===== src/rtl/neogeo_pkg.sv =====
// Shared definitions for the video timing lock controller: FSM encoding,
// parameter defaults and the lock-frame target helper.
package neogeo_pkg;

   typedef enum logic [1:0] {
      ST_NOSIG    = 2'd0,
      ST_ACQUIRE  = 2'd1,
      ST_RECONFIG = 2'd2,
      ST_LOCKED   = 2'd3
   } lock_state_e;

   localparam int LOCK_MISS_MAX_DEF = 3;
   localparam int WDOG_LIMIT_DEF    = 4194303;
   localparam int FRAME_W           = 22;

   // A configured lock-frame count of zero is treated as one.
   function automatic logic [3:0] lock_target(input logic [3:0] cfg);
      return (cfg == 4'd0) ? 4'd1 : cfg;
   endfunction

endpackage


===== src/rtl/neogeo_tol_cmp.sv =====
// Combinational |a - b| <= tol check on 22-bit frame lengths, computed in
// 23-bit arithmetic so the difference never wraps.
module neogeo_tol_cmp
   import neogeo_pkg::*;
(
   input  logic [FRAME_W-1:0] a_i,
   input  logic [FRAME_W-1:0] b_i,
   input  logic [7:0]         tol_i,
   output logic               match_o
);

   logic [FRAME_W:0] diff;

   always_comb begin
      if (a_i >= b_i) begin
         diff = {1'b0, a_i} - {1'b0, b_i};
      end else begin
         diff = {1'b0, b_i} - {1'b0, a_i};
      end
      match_o = (diff <= {{(FRAME_W - 7){1'b0}}, tol_i});
   end

endmodule


===== src/rtl/neogeo_lock_ctrl.sv =====
// Frame timing lock controller: acquires a stable frame length, handshakes a
// downstream reconfiguration, then tracks lock with miss and watchdog checks.
module neogeo_lock_ctrl
   import neogeo_pkg::*;
#(
   parameter int LOCK_MISS_MAX = LOCK_MISS_MAX_DEF,
   parameter int WDOG_LIMIT    = WDOG_LIMIT_DEF
) (
   input  logic         VCLK_i,
   input  logic         RESET_i,
   input  logic         frame_change_i,
   input  logic [21:0]  vclks_per_frame_i,
   input  logic [7:0]   cfg_tol_i,
   input  logic [3:0]   cfg_lock_frames_i,
   input  logic         reconfig_ack_i,
   output logic         reconfig_req_o,
   output logic         locked_o,
   output logic [1:0]   state_o,
   output logic [21:0]  vclks_ref_o,
   output logic [7:0]   unlock_cnt_o
);

   localparam int                WDOG_W   = $clog2(WDOG_LIMIT + 1);
   localparam logic [WDOG_W-1:0] WDOG_MAX = WDOG_W'(WDOG_LIMIT);
   localparam logic [7:0]        MISS_MAX = 8'(LOCK_MISS_MAX);

   lock_state_e       state_q, state_d;
   logic              fc_q;
   logic [WDOG_W-1:0] wdog_q, wdog_d;
   logic [21:0]       ref_q, ref_d;
   logic [21:0]       vref_q, vref_d;
   logic [3:0]        match_q, match_d;
   logic [7:0]        miss_q, miss_d;
   logic [7:0]        unlock_q, unlock_d;
   logic              locked_q, locked_d;
   logic              req_q, req_d;

   logic              frame_edge;
   logic              wdog_expire;
   logic              frame_match;
   logic [3:0]        match_inc;
   logic [7:0]        miss_inc;

   assign frame_edge  = frame_change_i & ~fc_q;
   // An edge in the expiry cycle takes priority and restarts the count.
   assign wdog_expire = ~frame_edge & (wdog_q == WDOG_MAX);
   assign match_inc   = match_q + 4'd1;
   assign miss_inc    = miss_q + 8'd1;

   neogeo_tol_cmp u_tol_cmp (
      .a_i     (vclks_per_frame_i),
      .b_i     (ref_q),
      .tol_i   (cfg_tol_i),
      .match_o (frame_match)
   );

   always_ff @(posedge VCLK_i or posedge RESET_i) begin
      if (RESET_i) begin
         state_q <= ST_NOSIG;
      end else begin
         state_q <= state_d;
      end
   end

   always_comb begin
      state_d  = state_q;
      ref_d    = ref_q;
      vref_d   = vref_q;
      match_d  = match_q;
      miss_d   = miss_q;
      unlock_d = unlock_q;
      wdog_d   = wdog_q;
      if (frame_edge) begin
         wdog_d = '0;
      end else if (wdog_q != WDOG_MAX) begin
         wdog_d = wdog_q + 1'b1;
      end

      if (wdog_expire) begin
         state_d = ST_NOSIG;
         match_d = '0;
         miss_d  = '0;
      end else begin
         case (state_q)
            ST_NOSIG: begin
               if (frame_edge) begin
                  ref_d   = vclks_per_frame_i;
                  match_d = '0;
                  state_d = ST_ACQUIRE;
               end
            end
            ST_ACQUIRE: begin
               if (frame_edge) begin
                  if (frame_match) begin
                     match_d = match_inc;
                     if (match_inc == lock_target(cfg_lock_frames_i)) begin
                        state_d = ST_RECONFIG;
                        vref_d  = ref_q;
                     end
                  end else begin
                     ref_d   = vclks_per_frame_i;
                     match_d = '0;
                  end
               end
            end
            // req is held until ack is sampled high; ack elsewhere is ignored.
            ST_RECONFIG: begin
               if (reconfig_ack_i) begin
                  state_d = ST_LOCKED;
               end
            end
            ST_LOCKED: begin
               if (frame_edge) begin
                  if (frame_match) begin
                     miss_d = '0;
                  end else if (miss_inc == MISS_MAX) begin
                     state_d = ST_ACQUIRE;
                     ref_d   = vclks_per_frame_i;
                     match_d = '0;
                     miss_d  = '0;
                     if (unlock_q != 8'hFF) begin
                        unlock_d = unlock_q + 8'd1;
                     end
                  end else begin
                     miss_d = miss_inc;
                  end
               end
            end
            default: state_d = ST_NOSIG;
         endcase
      end
   end

   always_comb begin
      locked_d = (state_d == ST_LOCKED);
      req_d    = (state_d == ST_RECONFIG);
   end

   always_ff @(posedge VCLK_i or posedge RESET_i) begin
      if (RESET_i) begin
         fc_q     <= 1'b0;
         wdog_q   <= '0;
         ref_q    <= '0;
         vref_q   <= '0;
         match_q  <= '0;
         miss_q   <= '0;
         unlock_q <= '0;
         locked_q <= 1'b0;
         req_q    <= 1'b0;
      end else begin
         fc_q     <= frame_change_i;
         wdog_q   <= wdog_d;
         ref_q    <= ref_d;
         vref_q   <= vref_d;
         match_q  <= match_d;
         miss_q   <= miss_d;
         unlock_q <= unlock_d;
         locked_q <= locked_d;
         req_q    <= req_d;
      end
   end

   assign state_o        = state_q;
   assign locked_o       = locked_q;
   assign reconfig_req_o = req_q;
   assign vclks_ref_o    = vref_q;
   assign unlock_cnt_o   = unlock_q;

endmodule

===== config.mk =====
export PLATFORM = sky130hd
export DESIGN_NAME = neogeo_lock_ctrl
export DESIGN_NICKNAME = d
export VERILOG_FILES = /design/src/rtl/neogeo_pkg.sv /design/src/rtl/neogeo_tol_cmp.sv /design/src/rtl/neogeo_lock_ctrl.sv
export SDC_FILE = /design/constraint.sdc
export NUM_CORES = 1
export LEC_CHECK = 0
export CORE_MARGIN = 2
export CORE_UTILIZATION = 40
export DETAILED_ROUTE_END_ITERATION = 8
export GPL_ROUTABILITY_DRIVEN = 1
export HOLD_SLACK_MARGIN = 0.1
export SYNTH_ARGS = -nofsm -noshare
export SYNTH_HDL_FRONTEND = slang
export SYNTH_SLANG_ARGS = --single-unit

===== constraint.sdc =====
create_clock -name VCLK_i -period 8 [get_ports VCLK_i]
set_input_delay 1.2 -clock VCLK_i [delete_from_list [all_inputs] [get_ports VCLK_i]]
set_output_delay 1.2 -clock VCLK_i [all_outputs]
set_load 0.02 [all_outputs]

* After elaboration in Yosys (flattened, before gate mapping)
Index checks and enable logic that the tools add are counted.
Operators by class: $add $sub $neg 6, $lt $le $gt $ge 2, equality and inequality tests 21, mux-type cells 34, bitwise gates (word level) 6, reductions and logical operators 12
Operator list (count):
- $mux 22 | 8
- $pmux 22 s3 | 1
- $sub 22x22->23 | 2
- $mux 8 | 5
- $mux 4 | 8
- $le 23x8->1 | 1
- $mux 23 | 1
- $add 22x1->22 const B | 1
- $eq 22x22->1 const B | 1
- $ge 22x22->1 | 1
- $ne 22x22->1 const B | 1
- $mux 2 | 9
- $add 8x1->8 const B | 2
- $ne 3x3->1 const B | 5
- $ne 2x2->1 const B | 6
- $pmux 4 s3 | 1
- $reduce_and 6->1 | 2
- $eq 2x2->1 const B | 4
- $eq 8x2->1 const B | 1
- $ne 8x8->1 const B | 1
- $pmux 2 s4 | 1
- $reduce_and 8->1 | 1
- $reduce_bool 2->1 | 3
- $reduce_and 5->1 | 1
- other kinds (10) | 14
Word-level totals: flip-flop bits (word level) 91, input bits 38, output and inout bits 34

* Longest topological paths before layout
Gate-level depths: netlist of run 1.
depth in word-level cells 9, mapped depth 27, mapped depth without buffers 23

* Cells and area by module
From an unflattened synthesis of run 1, not the netlist that was laid out.
Unflattened totals: cell total of the unflattened synthesis 793, area total of the unflattened synthesis 7191.9 um^2
By module, submodules not included:
- neogeo_lock_ctrl | times used 1, cells each 379, area each 4386.7 um^2, seq. area each 2277.2 um^2
- neogeo_tol_cmp | times used 1, cells each 414, area each 2805.2 um^2, seq. area each 0.0 um^2

* Worst setup path before layout of run 1
No wires, ideal clock.
path kind input to register, start input port vclks_per_frame_i[9], end register vref_q[10], in the netlist vclks_ref_o[10], setup time 0.125 ns, data arrival time 6.670 ns, data required time 7.875 ns, setup slack 1.205 ns, cell stages on the path 25, cell sequence inv_1 ha_1 buf_4 nand4_1 or4_1 o41ai_2 buf_4 nor2_1 clkbuf_1 o311ai_0 nand3_1 a21oi_1 o22ai_1 xor2_1 ha_1 a21o_1 o21ai_0 a21oi_1 or4b_1 or4_1 or2_1 buf_2 nor3_4 buf_6 mux2_4
On the way: cells in the longest elaborated chain, start to end 4
Ends and longest elaborated chain:
- start, declared | RTL line neogeo_lock_ctrl.sv:12 | input logic [21:0] vclks_per_frame_i,
- $sub 22x22->23, or another cell as far along | RTL line neogeo_tol_cmp.sv:18 | diff = {1'b0, b_i} - {1'b0, a_i};
- $mux 23 (*) | RTL line neogeo_tol_cmp.sv:15 | if (a_i >= b_i) begin
- $le 23x8->1 (*) | RTL line neogeo_tol_cmp.sv:20 | match_o = (diff <= {{(FRAME_W - 7){1'b0}}, tol_i});
- $reduce_and 5->1 (no line) (*)
- end signal, assigned | RTL line neogeo_lock_ctrl.sv:154 | vref_q <= vref_d;
- end, declared | RTL line neogeo_lock_ctrl.sv:31 | logic [21:0] vref_q, vref_d;
Mark *: on every way between the ends. The rest lies on a longest branch, timed or not. A chain may end at the register's enable or synchronous reset.

* Final worst setup path of run 1
start input port vclks_per_frame_i[6], end register vref_q[18], in the netlist vclks_ref_o[18]
Same word-level chain as after synthesis.

==> run_results.csv, run 1 <==
group,metric,value,unit
final_layout,fillers,1667,
yosys,synth_xor_area_share,6.733,%
yosys,seq_area_frac_synth,33.03,%
timing,skew,0.006152,ns
yosys,ys_ff_latch,91,
timing,finalHoldViolations,0,
yosys,synth_commonest_cells,"dfrtp_1 (91), inv_1 (68), nor2_1 (61), nand2_1 (60), ha_1 (57)",
setup_path,slowest_delay,0.62,ns
yosys,yosysMostFrequentCell,"dfrtp_1",
yosys,synthFlopType,"dfrtp_1",
clock_network,cts_root_buf,"clkbuf_16",
timing,rsz0062_at_grt,"false",
detailed_routing,remaining_drc_errors,0,
placement,placed_area,7880,um^2
power_and_ir_drop,power.leakage,0.003916,uW
hold_path,hold-path-endpoint,"vclks_ref_o[0]",
outcome,status,"finished, final reports clean",
yosys,synth.area.mux_share,8.240,%
setup_path,r2r_setup_slack,1.72,ns
yosys,synthTopCellsByArea,"dfrtp_1 (33%), ha_1 (10%), mux2i_1 (3.8%)",
floorplanning,core_area,17060,um^2
hold_path,hold_path.class,"reg2reg",
yosys,synth_cells,774,
yosys,synth_top_family_by_area,"compound AO/OA/AOI/OAI gates",
setup_path,worstSetupStartpointType,"input pin",
clock_network,clockBufferDepth,2,
setup_path,required,8.23,ns
detailed_routing,drt_iter0_markers,326,
yosys,yosysTopAreaCellShare,33.03,%
setup_path,criticalPathCategory,"in2reg",
clock_network,htree_levels,3,
timing,period_needed,7.317,ns
setup_path,critPathBufInv,3,
yosys,syn_avg_cell_area,8.907,um^2
timing,fmax,136.7,MHz
clock_network,postCtsSetupRepairBufs,0,
final_layout,finish.instance_area,8165,um^2
detailed_routing,wl_per_cell,16.40,um
power_and_ir_drop,peakVddDrop,0.09683,mV
placement,io_buffers,71,
hold_path,hold_path_depth,1,
setup_path,worstReg2RegStart,"ref_q[6]",
global_route,grt_antenna_before_repair,0,
setup_path,crit_path_top_delay_cell,"or4_1",
hold_path,hp-start,"vclks_ref_o[0]",
clock_network,clk_pin_slew_worst_paths,0.06,ns
timing,setup_tns,0,ns
yosys,ys_types,71,
yosys,synth_fp_nets,871,
final_layout,layout-drive-gt1-share,7.792,%
setup_path,crit_path_cell_trace,"clkdlybuf4s50_1 -> inv_1 -> ha_1 -> nand4_1 -> or4_1 -> o41ai_2 -> nor2_1 -> o311ai_0 -> nand3_1 -> a21oi_1 -> o22ai_1 -> xor2_1 -> ha_1 -> a21o_1 -> o21ai_0 -> a21oi_1 -> or4b_1 -> or4_1 -> or2_1 -> nor3_4 -> buf_4 -> mux2_2",
detailed_routing,wirelength,17580,um
timing,max_slew_margin,41.67,%
floorplanning,start_util,40.42,%
timing,finalMaxSlewViolations,0,
floorplanning,die_x,135.3,um
global_route,grt_pass1_wl,29340,um
detailed_routing,num_vias,5811,
power_and_ir_drop,power,1491,uW
floorplanning,std_cell_rows,48,
global_route,grt_pass1_vias,5784,
final_layout,fin_nets,940,
global_route,grt_max_degree,68,
clock_network,cts_buffers,9,
yosys,ys_async_sr_fraction,100.0,%
floorplanning,die_h,135.3,um
global_route,grt_overflow,0,
power_and_ir_drop,powerDensity,182.6,nW/um^2
flow_run,maxCapViolCount,0,
yosys,synth_warnings,0,
detailed_routing,ant_nets,0,
yosys,synth_fa_ha_area_share,10.93,%
clock_network,postCtsHoldBufs,0,
clock_network,cts_tree,"yes",
final_layout,diodes,0,
yosys,synth_compound_area_share,18.58,%
placement,dpl.cell_count,1057,
final_layout,area_growth,18.44,%
yosys,synth_area_leader_cell,"dfrtp_1",
detailed_routing,avgViaCountPerCell,5.421,
timing,fin_crit_sh,91.46,%
timing,setup_violations,0,
clock_network,clock_sinks,91,
setup_path,endpoint_kind,"flop",
clock_network,cts-resized-gates,0,
global_route,grt_usage,20.01,%
setup_path,path_max_fanout,14,
floorplanning,io_pins,72,
yosys,synth_area,6894,um^2
yosys,synth_edf_count,0,
setup_path,cp.arrival,7.55,ns
placement,dp_hpwl,13440,um
final_layout,fin_cells,1072,
setup_path,reg2reg_to,"vclks_ref_o[18]",
clock_network,clk_latency,0.35,ns
placement,gp_congestion,0.9620,
floorplanning,die_area,18300,um^2
setup_path,reg2regPathDepth,20,
timing,worst_slew_pin_slew,0.8750,ns
detailed_routing,drt_pre_antenna_iters,6,
yosys,yosys.area_share.simple,16.32,%
setup_path,path_delay_family,"simple AND/OR/NAND/NOR gates",
-- power by group --
| part | switching [uW] | internal [uW] | leakage, uW |
|---|---|---|---|
| sequential | 24.0 | 484 | 0.00121 |
| clock | 190 | 242 | 0.000140 |
| combinational | 323 | 228 | 0.00257 |
-- layout make-up --
| type | count | area (um^2) | area share (%) |
|---|---|---|---|
| clock buffer | 11 | 232.7 | 2.850 |
| multi-input combinational | 581 | 4199 | 51.43 |
| tap | 225 | 281.5 | 3.448 |
| clock inverter | 4 | 52.55 | 0.6436 |
| inverter | 69 | 261.5 | 3.203 |
| timing repair buffer | 91 | 860.8 | 10.54 |
| sequential | 91 | 2277 | 27.89 |
-- registers in the layout (all words and copies together) (netlist names) --
signal	flops
state_o	2
vclks_ref_o	22
fc_q	1
reconfig_req_o	1
ref_q	22
locked_o	1
unlock_cnt_o	8
wdog_q	22
miss_q	8
match_q	4
-- worst register-to-register path, stage by stage (launching register included) --
cell and delay [ns]:
dfrtp_1 0.40, ha_1 0.47, nand4_1 0.19, or4_1 0.52, o41ai_2 0.48, nor2_1 0.16, o311ai_0 0.30, nand3_1 0.17
a21oi_1 0.20, o22ai_1 0.10, xor2_1 0.15, ha_1 0.32, a21o_1 0.17, o21ai_0 0.14, a21oi_1 0.12, or4b_1 0.49
or4_1 0.62, or2_1 0.33, nor3_4 0.15, buf_4 0.30, mux2_2 0.38
-- cell usage in the layout, fill, tap and decap left out, drive strengths merged, types with 24 or more instances in the layout --
master,count
o21ai,38
a21oi,47
clkdlybuf4s50,71
inv,69
dfrtp,91
nand3,28
nand2,61
xor2,29
mux2i,26
nor2,61
ha,57
mux2,24
xnor2,24
-- per-layer routing --
layer / track usage [%] / vias up / part of all wire (%)
met3: 4.302 / 26 / 3.7
li1: - / 2895 / -
met2: 31.47 / 118 / 46
met5: 0 / - / 0
met4: 6.308 / 0 / 1.8
met1: 27.60 / 2772 / 49
-- metrics by stage --
step / utilization (%) / hold slack, ns / setup WS (ns)
floorplan: - / 0.4807 / 1.205
global placement: 46.20 / 0.4726 / 0.5313
detailed placement: 46.20 / 0.4820 / 0.4057
CTS: 47.87 / 0.4989 / 0.7631
global route: 47.87 / 0.5169 / 0.2374
finish: 47.87 / 0.4947 / 0.6835
-- worst max-delay path by stage --
stage	start	slack, ns	to	depth (start not counted)
CTS	vclks_per_frame_i[6]	0.76	vclks_ref_o[18]	22
floorplan	vclks_per_frame_i[9]	1.20	vclks_ref_o[10]	25
detailed placement	vclks_per_frame_i[6]	0.41	vclks_ref_o[19]	22
global placement	vclks_per_frame_i[6]	0.53	vclks_ref_o[17]	22
global route	vclks_per_frame_i[6]	0.24	vclks_ref_o[18]	22
finish	vclks_per_frame_i[6]	0.68	vclks_ref_o[18]	22
-- cells by family after synthesis --
family | after synthesis
XOR/XNOR | 53
flip-flops | 91
buffers and inverters | 102
adder cells (fa/ha/maj) | 59
AO/OA/AOI/OAI | 189
AND/OR/NAND/NOR | 230
multiplexers | 50
Note: power is estimated with default switching activity, not from simulation.
==> run 2, diff against run 1 <==
==> constraint.sdc (replaced) <==
create_clock -name VCLK_i -period 6.8 [get_ports VCLK_i]
set_input_delay 1.02 -clock VCLK_i [delete_from_list [all_inputs] [get_ports VCLK_i]]
set_output_delay 1.02 -clock VCLK_i [all_outputs]
set_load 0.02 [all_outputs]
==> run_results.csv, run 2 (same netlist as run 1, synthesis figures left out) <==
group,metric,value,unit
clock_network,cts_tree,"yes",
outcome,status,"finished, final reports clean",
timing,max_slew_margin,53.26,%
timing,skew,0.01024,ns
final_layout,finish.instance_area,8484,um^2
floorplanning,die_x,135.3,um
timing,period_needed,6.538,ns
placement,post-place-ws,-0.1707,ns
clock_network,clock_sinks,91,
power_and_ir_drop,powerDensity,208.3,nW/um^2
power_and_ir_drop,peakVddDrop,0.1100,mV
global_route,grt_antenna_before_repair,0,
floorplanning,die_h,135.3,um
timing,setup_tns,0,ns
setup_path,criticalPathCategory,"in2reg",
setup_path,worstReg2RegStart,"ref_q[9]",
detailed_routing,avgViaCountPerCell,5.409,
timing,worst_slew_pin_slew,0.7011,ns
final_layout,layout-drive-gt1-share,12.10,%
global_route,grt_pass1_vias,5862,
detailed_routing,num_vias,5999,
flow_run,maxCapViolCount,0,
setup_path,endpoint_kind,"flop",
final_layout,diodes,0,
floorplanning,io_pins,72,
setup_path,worstSetupStartpointType,"input pin",
hold_path,hp-start,"unlock_cnt_o[4]",
clock_network,clk_pin_slew_worst_paths,0.07,ns
detailed_routing,ant_nets,0,
power_and_ir_drop,power.leakage,0.004097,uW
global_route,grt_overflow,0,
placement,dp_hpwl,13850,um
clock_network,cts_buffers,9,
global_route,grt_usage,20.24,%
detailed_routing,wl_per_cell,16.02,um
timing,rsz0062_at_grt,"false",
setup_path,path_max_fanout,14,
clock_network,cts_root_buf,"clkbuf_16",
timing,fmax,153.0,MHz
clock_network,clk_latency,0.35,ns
final_layout,seqCellArea,2277,um^2
floorplanning,core_area,17060,um^2
detailed_routing,remaining_drc_errors,0,
final_layout,fin_nets,977,
timing,fin_hold_ws,0.4950,ns
detailed_routing,drt_iter0_markers,468,
final_layout,fin_cells,1109,
final_layout,multi_input_area,4208,um^2
floorplanning,std_cell_rows,48,
clock_network,clockBufferDepth,2,
timing,finalMaxSlewViolations,0,
clock_network,htree_levels,3,
floorplanning,start_util,40.42,%
final_layout,mostFrequentLayoutCells,"dfrtp_1 (91), clkdlybuf4s50_1 (71), inv_1 (67)",
placement,placed_area,8188,um^2
final_layout,layout_commonest_cell,"dfrtp_1",
timing,fin_ws,0.2624,ns
placement,gp_congestion,0.9249,
final_layout,fillers,1687,
setup_path,crit_start,"vclks_per_frame_i[21]",
hold_path,hold_path.class,"reg2reg",
detailed_routing,wirelength,17760,um
setup_path,required,7.03,ns
placement,io_buffers,71,
global_route,grt_pass1_wl,29380,um
detailed_routing,drt_pre_antenna_iters,5,
global_route,grt_max_degree,55,
timing,setup_violations,0,
floorplanning,die_area,18300,um^2
timing,fin_crit_sh,96.14,%
setup_path,cp.arrival,6.77,ns
placement,dpl.cell_count,1093,
timing,finalHoldViolations,0,
final_layout,area_growth,23.07,%
[run 2: cell types whose count changed in the layout (fill, tap and decap cells not counted), moves of 2 or more]
cell / change
buf_12: +3
buf_4: +33
clkbuf_1: -2
clkinv_4: -2
clkinvlp_4: +2
inv_6: +2
[run 2: metal layers]
layer	part of all wire [%]	routed length, um	global-route usage, %
met1	47	8420	27.23
met2	46	8173	33.22
met3	4.0	703	3.292
met4	2.6	463	6.829
met5	0	0	0
[run 2: where the power goes]
part / internal (uW) / switching [uW]
Clock: 258 / 226
Sequential: 570 / 30.6
Combinational: 302 / 381
Total: 1130 / 638
[run 2: critical path: stages]
cell and delay [ns]:
clkdlybuf4s50_1 0.47, inv_1 0.06, ha_1 0.29, nand2_1 0.13
or4_1 0.57, o41ai_2 0.45, buf_4 0.19, inv_2 0.03
nand2_1 0.12, buf_4 0.15, nand2_1 0.05, nand2_1 0.07
ha_1 0.23, nor2b_1 0.14, o21a_1 0.16, o21ai_0 0.16
a21oi_1 0.08, o21ai_0 0.17, a21oi_1 0.12, or4b_1 0.49
or4_1 0.57, or2_1 0.28, nor3_4 0.20, buf_12 0.20
mux2_2 0.35
[run 2: repair_timing]
item / in CTS / in global routing
resized for setup: 0 / 4
hold buffers: 0 / 0
buffers inserted: 0 / 1
endpoints found under the setup margin: 0 / 49
[run 2: per-stage QoR]
stage          util (%)  power [uW]
3_3_place_gp      48.00        1277
4_1_cts           49.63        1771
3_5_place_dp      48.00        1277
6_report          49.74        1767
5_1_grt           49.74        1886
2_1_floorplan         -        1062
[run 2: cell type report]
| type | instances | area share, % |
|---|---|---|
| inverters | 69 | 3.082 |
| multi-input cells | 581 | 49.59 |
| clock buffers | 10 | 2.817 |
| clock inverters | 5 | 0.4424 |
| flip-flops and latches | 91 | 26.84 |
| repair buffers | 128 | 13.91 |
| well taps | 225 | 3.318 |
[run 2: worst paths after layout]
kind                              endpoint  slack [ns]  cells after the start
min in group asynchronous  vclks_ref_o[20]        1.06                      2
setup / recovery           vclks_ref_o[17]        0.26                     25
hold reg to reg            unlock_cnt_o[4]        0.49                      1
setup reg to reg           vclks_ref_o[17]        0.99                     23
max in group asynchronous   vclks_ref_o[9]        4.66                      3
hold / removal             unlock_cnt_o[4]        0.49                      1
==> run 3, diff against run 2 <==
--- a/config.mk
+++ b/config.mk
@@ -13,3 +13,4 @@
 export SYNTH_ARGS = -nofsm -noshare
 export SYNTH_HDL_FRONTEND = slang
 export SYNTH_SLANG_ARGS = --single-unit
+export TNS_END_PERCENT = 30
==> results of run 3 <==
Final layout, timing and power as in run 2 (identical DEF).
